### config.mk
export PLATFORM = sky130hd
export DESIGN_NAME = shapool_sweeper
export DESIGN_NICKNAME = d
export VERILOG_FILES = /design/src/rtl/shapool_sweeper.sv
export SDC_FILE = /design/constraint.sdc
export NUM_CORES = 1
export LEC_CHECK = 0
export ABC_CLOCK_PERIOD_IN_PS = 5800
export CORE_UTILIZATION = 35
export DETAILED_ROUTE_END_ITERATION = 10
export SYNTH_ARGS = -nofsm -noshare
export SYNTH_HDL_FRONTEND = slang
export SYNTH_SLANG_ARGS = --single-unit
### constraint.sdc
create_clock -name clk -period 5.8 [get_ports clk]
set_input_delay 1.16 -clock clk [delete_from_list [all_inputs] [get_ports clk]]
set_output_delay 1.16 -clock clk [all_outputs]
set_load 0.02 [all_outputs]
### src/rtl/shapool_sweeper.sv
// shapool_sweeper
// Nonce-sweep controller for a pool of POOL_SIZE iterative double-hash cores.
// Each pass hands every core its own nonce {prefix, counter, core index},
// waits for the pool to finish, tests each core's final-hash top word against
// a leading-zero difficulty, and returns every winning nonce through a
// valid/ready result port. The sweep ends on halt, on range exhaustion or,
// when STOP_ON_SUCCESS is set, after the first accepted result.
//
// Ports
//   clk, reset        rising-edge clock, asynchronous active-low reset
//   start             pulse: latch prefix/difficulty and begin a sweep (ignored while busy)
//   halt              abort the sweep in progress
//   nonce_start_MSB   device prefix placed above the NONCE_LOW_WIDTH low bits
//   difficulty        extra leading zeros on top of BASE_DIFFICULTY
//   core_hash_top     per-core hash bits [255:192], core k at [64k+63:64k]
//   core_done         pulse: all cores finished the current pass
//   core_load         pulse: cores load core_nonce and start
//   core_nonce        per-core nonce, core k at [32k+31:32k]
//   busy              sweep in progress
//   result_valid/result_ready/result_nonce   winning-nonce handshake
//   success           sticky: at least one hit this job
//   exhausted         sticky: the whole counter range was swept
module shapool_sweeper #(
   parameter int POOL_SIZE       = 4,
   parameter int POOL_SIZE_LOG2  = 2,
   parameter int NONCE_LOW_WIDTH = 24,
   parameter int BASE_DIFFICULTY = 1,
   parameter int STOP_ON_SUCCESS = 1
) (
   input  logic                    clk,
   input  logic                    reset,
   input  logic                    start,
   input  logic                    halt,
   input  logic [7:0]              nonce_start_MSB,
   input  logic [7:0]              difficulty,
   input  logic [POOL_SIZE*64-1:0] core_hash_top,
   input  logic                    core_done,
   output logic                    core_load,
   output logic [POOL_SIZE*32-1:0] core_nonce,
   output logic                    busy,
   output logic                    result_valid,
   input  logic                    result_ready,
   output logic [31:0]             result_nonce,
   output logic                    success,
   output logic                    exhausted
);
   localparam int CW = NONCE_LOW_WIDTH - POOL_SIZE_LOG2;

   typedef enum logic [2:0] {
      S_IDLE, S_LOAD, S_WAIT, S_CHECK, S_REPORT, S_ADVANCE, S_DONE
   } state_t;

   state_t                  state_q, state_next;
   logic [CW-1:0]           counter_q, counter_next;
   logic [POOL_SIZE-1:0]    mask_q, mask_next, hit_vec;
   logic [7:0]              prefix_q, prefix_next;
   logic [6:0]              req_q;
   logic [POOL_SIZE*32-1:0] core_nonce_q, nonce_vec_next;
   logic [31:0]             result_nonce_q;
   logic                    success_q, exhausted_q;
   logic                    latch_job, load_nonce, set_success, set_exhausted;

   // Required leading zeros, saturated at the 64-bit word width.
   function automatic logic [6:0] sat_req(input logic [7:0] diff);
      logic [8:0] sum;
      sum = 9'(BASE_DIFFICULTY) + {1'b0, diff};
      return (sum > 9'd64) ? 7'd64 : sum[6:0];
   endfunction

   function automatic logic [31:0] nonce_of(input logic [7:0] pfx,
                                            input logic [CW-1:0] cnt,
                                            input int k);
      return (32'(pfx) << NONCE_LOW_WIDTH) | (32'(cnt) << POOL_SIZE_LOG2) | 32'(k);
   endfunction

   function automatic int lowest_idx(input logic [POOL_SIZE-1:0] m);
      int idx;
      idx = 0;
      for (int i = POOL_SIZE - 1; i >= 0; i--)
         if (m[i]) idx = i;
      return idx;
   endfunction

   // A core hits when its top req bits are zero; req=0 shifts by 64 and always hits.
   always_comb begin
      hit_vec = '0;
      for (int k = 0; k < POOL_SIZE; k++)
         hit_vec[k] = ((core_hash_top[64*k +: 64] >> (7'd64 - req_q)) == 64'd0);
   end

   always_ff @(posedge clk or negedge reset) begin
      if (!reset) state_q <= S_IDLE;
      else        state_q <= state_next;
   end

   always_comb begin
      state_next    = state_q;
      counter_next  = counter_q;
      mask_next     = mask_q;
      latch_job     = 1'b0;
      load_nonce    = 1'b0;
      set_success   = 1'b0;
      set_exhausted = 1'b0;
      case (state_q)
         S_IDLE, S_DONE: begin
            if (start) begin
               state_next   = S_LOAD;
               counter_next = '0;
               mask_next    = '0;
               latch_job    = 1'b1;
               load_nonce   = 1'b1;
            end
         end
         S_LOAD: state_next = S_WAIT;
         S_WAIT: begin
            if (core_done) begin
               mask_next  = hit_vec;
               state_next = S_CHECK;
            end
         end
         S_CHECK: begin
            if (mask_q == '0) begin
               state_next = S_ADVANCE;
            end else begin
               state_next  = S_REPORT;
               set_success = 1'b1;
            end
         end
         S_REPORT: begin
            if (result_ready) begin
               // Drop the lowest set bit: that is the one just reported.
               mask_next = mask_q & (mask_q - 1'b1);
               if (STOP_ON_SUCCESS != 0) begin
                  state_next = S_DONE;
                  mask_next  = '0;
               end else if (mask_next == '0) begin
                  state_next = S_ADVANCE;
               end
            end
         end
         S_ADVANCE: begin
            if (&counter_q) begin
               state_next    = S_DONE;
               set_exhausted = 1'b1;
            end else begin
               state_next   = S_LOAD;
               counter_next = counter_q + 1'b1;
               load_nonce   = 1'b1;
            end
         end
         default: state_next = S_IDLE;
      endcase
      // Halt overrides everything decided above for an active sweep.
      if (halt && (state_q != S_IDLE) && (state_q != S_DONE)) begin
         state_next    = S_DONE;
         counter_next  = counter_q;
         mask_next     = '0;
         load_nonce    = 1'b0;
         set_success   = 1'b0;
         set_exhausted = 1'b0;
      end
   end

   // Nonces for the pass being entered; prefix comes straight from the port on start.
   always_comb begin
      prefix_next    = latch_job ? nonce_start_MSB : prefix_q;
      nonce_vec_next = '0;
      for (int k = 0; k < POOL_SIZE; k++)
         nonce_vec_next[32*k +: 32] = nonce_of(prefix_next, counter_next, k);
   end

   always_ff @(posedge clk or negedge reset) begin
      if (!reset) begin
         counter_q      <= '0;
         mask_q         <= '0;
         prefix_q       <= '0;
         req_q          <= '0;
         core_nonce_q   <= '0;
         result_nonce_q <= '0;
         success_q      <= 1'b0;
         exhausted_q    <= 1'b0;
      end else begin
         counter_q <= counter_next;
         mask_q    <= mask_next;
         if (latch_job) begin
            prefix_q    <= nonce_start_MSB;
            req_q       <= sat_req(difficulty);
            success_q   <= 1'b0;
            exhausted_q <= 1'b0;
         end
         if (set_success)   success_q   <= 1'b1;
         if (set_exhausted) exhausted_q <= 1'b1;
         if (load_nonce)    core_nonce_q <= nonce_vec_next;
         // Core nonces are stable from LOAD to REPORT, so the winner is picked from them.
         if (state_next == S_REPORT)
            result_nonce_q <= core_nonce_q[32*lowest_idx(mask_next) +: 32];
      end
   end

   assign core_load    = (state_q == S_LOAD);
   assign result_valid = (state_q == S_REPORT);
   assign busy         = (state_q == S_LOAD) || (state_q == S_WAIT) || (state_q == S_CHECK) ||
                         (state_q == S_REPORT) || (state_q == S_ADVANCE);
   assign core_nonce   = core_nonce_q;
   assign result_nonce = result_nonce_q;
   assign success      = success_q;
   assign exhausted    = exhausted_q;

endmodule

==> impl_metrics.json, run 1 <==
{
  "status": "complete, no violations",
  "post_cts_buffers": 0,
  "netSwitchingPower_mw": 6.87,
  "fp.dieW_um": 208,
  "slew_headroom": 0.198,
  "syn-cell-area_mm2": 0.0149,
  "whs_ns": 0.501,
  "p_int_mw": 5.28,
  "fillerInstances": 4197,
  "layout-drive-gt1-share": 0.0909,
  "die_h_um": 208,
  "yosysWarnings": 0,
  "grt_antenna_before_repair": 11,
  "hold_buffers": 0,
  "wl_um": 55700,
  "p_total_mw": 12.1,
  "hold_class": "reg -> reg",
  "skew_ns": 0.00968,
  "multiInputGateArea_mm2": 0.0107,
  "synthMuxAreaShare": 0.214,
  "wire_per_inst_um": 20.6,
  "seq_area_mm2": 0.00273,
  "synth_fa_ha_area_frac": 0.00335,
  "pin_count": 443,
  "synth_edf_count": 0,
  "pwr-share-clk": 0.055,
  "start_kind": "register",
  "ys_seq_elements": 109,
  "period_share": 0.770,
  "worst_slew_pin_slew_ns": 1.19,
  "endpoint_kind": "register",
  "cts-root-buf": "clkbuf_16",
  "grt_pass1_wl_um": 87300,
  "cp.required_ns": 6.09,
  "dpl_cell_area_mm2": 0.0188,
  "core_mm2": 0.0420,
  "drtAntennaViolNets": 0,
  "yosys-top-cells-area": "dfrtp_1, mux2i_1, mux4_2",
  "yosys.cell_types.count": 87,
  "combPwrFrac": 0.851,
  "cts_buffers": 9,
  "area_delta_synth_final_pct": 28.5,
  "syn_avg_cell_area_um2": 7.82,
  "clk_latency_ns": 0.36,
  "hpwlAfterDp_um": 42400,
  "h-tree-depth": 3,
  "row_count": 75,
  "io_buffer_count": 438,
  "synth_xor_area_frac": 0.00746,
  "yosysTopAreaCell": "dfrtp_1",
  "synthArstFlopShare": 1.00,
  "powerDensity_mw_per_mm2": 633,
  "setup_slack_ns": 1.33,
  "ys_seq_area_frac": 0.183,
  "clock_path_buffers": 2,
  "grt_max_degree": 131,
  "viasPerCell": 5.96,
  "drt_pass1_iterations": 5,
  "crit_type": "reg -> reg",
  "finalSetupViolations": 0,
  "yosysTopAreaCellShare": 0.183,
  "cap_viol_max_count": 0,
  "cts_resized": 0,
  "drcViolationCount": 0,
  "cts.sinks": 109,
  "vias": 16109,
  "setup_tns_ns": 0,
  "path_clk_slew_ns": 0.08,
  "final_cell_area_mm2": 0.0192,
  "fin_nets": 2434,
  "rsz0062_at_grt": "false",
  "ys.flop_type": "dfrtp_1",
  "path_max_fanout": 58,
  "critPathArrivalTime_ns": 4.76,
  "finalMaxSlewViolations": 0,
  "dieArea_mm2": 0.0435,
  "seq_power_share": 0.093,
  "synth_compound_area_frac": 0.244,
  "power_leakage_nw": 6.94,
  "grt_usage": 0.247,
  "cts_tree": "built",
  "drt_iter0_drc": 1322,
  "max_freq_mhz": 224,
  "synthSimpleGateAreaFrac": 0.240,
  "peakVddDrop_mv": 0.481,
  "swShare": 0.565,
  "dp_slack_ns": 1.38,
  "grt_overflow": 0,
  "final_hold_viol_count": 0,
  "initial_core_util": 0.355,
  "synth_top_family_by_area": "compound AO/OA/AOI/OAI gates",
  "place.gp.congestion": 0.951,
  "grt_pass1_vias": 15407,
  "syn_inst": 1907,
  "post-route-min-period_ns": 4.47
}
## power by group through the flow
stage	logic (mW)	registers [mW]	clock network, mW
finish	10.3	1.13	0.674
global route	11.1	1.16	0.720
CTS	10.2	1.13	0.696
detailed placement	10.2	1.14	0
global placement	10.1	1.14	0
floorplan	7.82	1.15	0
## area by class of cell
cell class,count,area share
Multi-Input combinational cell,1546,0.556
Inverter,19,0.00372
Clock inverter,7,0.00535
Antenna cell,9,0.00117
Timing Repair Buffer,467,0.244
Sequential cell,109,0.142
Clock buffer,9,0.0117
Tap cell,539,0.0352
## registers in the layout, summed over array words and instances (netlist names)
name,cells
core_nonce,31
counter_q,22
exhausted,1
mask_q,4
prefix_q,8
req_q,7
result_nonce,32
state_q,3
success,1
## layout by cell type, fill, tap and decap left out, drive strengths merged, types with 47 or more instances in the layout
cell type / instances
clkdlybuf4s50: 437
mux2i: 139
mux4: 47
o21ai: 100
dfrtp: 109
nor3: 135
mux2: 65
nand2: 188
a21oi: 144
nor2: 177
## final timing paths
| path | from | endpoint | slack [ns] | depth (start not counted) |
|---|---|---|---|---|
| hold reg to reg | exhausted$_DFFE_PN0P_ | exhausted$_DFFE_PN0P_ | 0.50 | 2 |
| setup / recovery | req_q[1]$_DFFE_PN0P_ | result_nonce[1]$_DFFE_PN0N_ | 1.33 | 13 |
| setup reg to reg | req_q[1]$_DFFE_PN0P_ | result_nonce[1]$_DFFE_PN0N_ | 1.33 | 13 |
| hold / removal | exhausted$_DFFE_PN0P_ | exhausted$_DFFE_PN0P_ | 0.50 | 2 |
| max in group asynchronous | reset | core_nonce[115]$_DFFE_PN0P_ | 3.84 | 2 |
| min in group asynchronous | reset | result_nonce[12]$_DFFE_PN0N_ | 0.91 | 1 |
## Yosys cell counts, drive strengths merged, types with 28 or more instances
master,count
nand3,30
clkbuf,30
nor3,135
mux4,47
mux2,65
nor2,177
a2111oi,29
mux2i,139
dfrtp,109
buf,206
o21ai,100
nor2b,33
a21oi,144
nand2,188
a211oi,28
o31ai,28
## kinds of logic (layout without fill, tap and decap cells)
logic type,count (synthesis),count (layout)
buf+inv,255,502
other cells,1,13
compound gates,538,538
mux,251,251
fa+ha+maj,4,4
simple gates,738,738
xor+xnor,11,11
flops,109,109
## layer usage
metal / part of all wire / wire, um / global-route usage / vias to the layer above
met4: 0.020 / 1130 / 0.0710 / 2
li1: - / - / - / 7654
met5: 0.00023 / 13 / 0 / -
met3: 0.069 / 3860 / 0.0388 / 60
met2: 0.47 / 25900 / 0.407 / 660
met1: 0.44 / 24800 / 0.333 / 7733
## worst max-delay path: stages (launching register included)
cell and delay, ns:
dfrtp_1 0.39, inv_1 0.09, ha_4 0.67, buf_4 0.62
nor3b_1 0.30, a2111oi_0 0.11, or4_1 0.61, nand2b_1 0.24
o21ai_0 0.17, nand3_1 0.13, a222oi_1 0.44, a211oi_1 0.10
nor2_1 0.29, o41a_1 0.23
## per-stage QoR
step                       util  std cells
after floorplan               -       1910
after global placement    0.448       2680
after detailed placement  0.448       2680
after CTS                 0.456       2696
after global routing      0.456       2703
final                     0.456       2705
Power figures use the tool's default switching activity.
==> inputs of run 2 (changes only) <==
Settings changed: ABC_CLOCK_PERIOD_IN_PS 5800 to 4350.
Clock period 5.8 ns to 4.35 ns, I/O delays scaled along.
==> run 2 against run 1 <==
Net effect:
- highest routed layer unchanged
- combinational power up 38%
- power up 37%
- largest cell class unchanged
- clock-buffer cell count unchanged
==> impl_metrics.json, run 2 (same netlist as run 1, synthesis figures left out) <==
{
  "row_count": 75,
  "rsz0062_at_grt": "false",
  "utilization": 0.461,
  "final_hold_viol_count": 0,
  "final_cell_mix": "clkdlybuf4s50_1, nand2_1, nor2_1",
  "endpoint": "result_nonce[1]$_DFFE_PN0N_",
  "grt_pass1_wl_um": 87400,
  "core_mm2": 0.0420,
  "fin_nets": 2459,
  "finalSetupViolations": 0,
  "layout_commonest_cell": "clkdlybuf4s50_1",
  "r2r_end": "result_nonce[1]$_DFFE_PN0N_",
  "grt_usage": 0.248,
  "die_h_um": 208,
  "crit_type": "reg -> reg",
  "wire_per_inst_um": 20.5,
  "cp-startpoint": "req_q[0]$_DFFE_PN0P_",
  "cap_viol_max_count": 0,
  "dieArea_mm2": 0.0435,
  "grt_use_met2": 0.412,
  "grt_max_degree": 128,
  "slew_headroom": 0.363,
  "pin_count": 443,
  "fp.dieW_um": 208,
  "ff2ff_path_depth": 14,
  "final_cell_area_mm2": 0.0194,
  "area_delta_synth_final_pct": 29.8,
  "cts-root-buf": "clkbuf_16",
  "viasPerCell": 5.95,
  "cp.required_ns": 4.58,
  "h-tree-depth": 3,
  "grt_antenna_before_repair": 8,
  "drt_pass1_iterations": 7,
  "post-route-min-period_ns": 4.03,
  "setup_slack_ns": 0.319,
  "max_freq_mhz": 248,
  "whs_ns": 0.500,
  "cts_resized": 0,
  "wl_um": 56000,
  "path_clk_slew_ns": 0.08,
  "io_buffer_count": 438,
  "dpl_cell_area_mm2": 0.0190,
  "hold_buffers": 0,
  "largest_reg_flops": 32,
  "place.gp.congestion": 0.933,
  "hold_class": "reg -> reg",
  "grt_use_met3": 0.0409,
  "period_share": 0.927,
  "p_total_mw": 16.6,
  "r2r_slack_ns": 0.32,
  "endpoint_kind": "register",
  "start_kind": "register",
  "met1_usage": 0.334,
  "finalMaxSlewViolations": 0,
  "initial_core_util": 0.355,
  "fillerInstances": 4183,
  "dp_slack_ns": 0.350,
  "vias": 16229,
  "place_inst": 2705,
  "status": "complete, no violations",
  "drt_iter0_drc": 1284,
  "hold_depth": 1,
  "path_max_fanout": 40,
  "grt_pass1_vias": 15495,
  "powerDensity_mw_per_mm2": 858,
  "drcViolationCount": 0,
  "clock_path_buffers": 2,
  "hold_start": "prefix_q[2]$_DFF_PN0_",
  "critPathArrivalTime_ns": 4.26,
  "power_leakage_nw": 7.07,
  "setup_tns_ns": 0,
  "cts_tree": "built",
  "skew_ns": 0.0164,
  "drtAntennaViolNets": 0,
  "peakVddDrop_mv": 0.731,
  "worst_slew_pin_slew_ns": 0.952,
  "cts_buffers": 9,
  "cts.sinks": 109,
  "grt_overflow": 0,
  "grt-busiest-layer": "met2",
  "clk_latency_ns": 0.36,
  "hpwlAfterDp_um": 43200,
  "layout-drive-gt1-share": 0.101,
  "layoutNonFillerInstCount": 2726,
  "r2r_start": "req_q[0]$_DFFE_PN0P_",
  "post_cts_buffers": 0
}
run 2: worst max-delay path, cell delays in order (launching register included):
cell and delay, ns:
dfrtp_4 0.46, inv_2 0.06, ha_4 0.43, buf_12 0.27
buf_4 0.34, mux2_2 0.23, nor2_1 0.04, o21a_1 0.25
a21oi_1 0.48, nor3_1 0.11, a21oi_1 0.24, o221ai_1 0.16
a41oi_1 0.26, nor2_1 0.13, o41a_1 0.43
run 2: routing by layer:
metal / up-vias / wire length, um
met4: 6 / 928
met5: - / 41
met3: 52 / 4120
li1: 7717 / -
met2: 630 / 26000
met1: 7824 / 24900
run 2: worst min-delay path by stage:
stage	end	slack, ns
5_1_grt	prefix_q[1]$_DFF_PN0_	0.52
6_report	prefix_q[2]$_DFF_PN0_	0.50
3_5_place_dp	exhausted$_DFFE_PN0P_	0.48
2_1_floorplan	req_q[6]$_DFFE_PN0P_	0.47
4_1_cts	prefix_q[7]$_DFF_PN0_	0.50
3_3_place_gp	prefix_q[4]$_DFF_PN0_	0.48
run 2: cell type report:
type	count	area [um2]	area share
Antenna cell	5	12.5	0.000646
Clock buffer	9	225	0.0116
Clock inverter	7	86.3	0.00446
Inverter	19	71.3	0.00368
Multi-Input combinational cell	1546	10700	0.551
Sequential cell	109	2730	0.141
Tap cell	539	674	0.0348
Timing Repair Buffer	492	4900	0.253
run 2: power by group:
group / total (mW) / switching, mW / internal [mW]
combinational: 14.2 / 8.58 / 5.67
sequential: 1.51 / 0.278 / 1.24
clock: 0.849 / 0.432 / 0.416
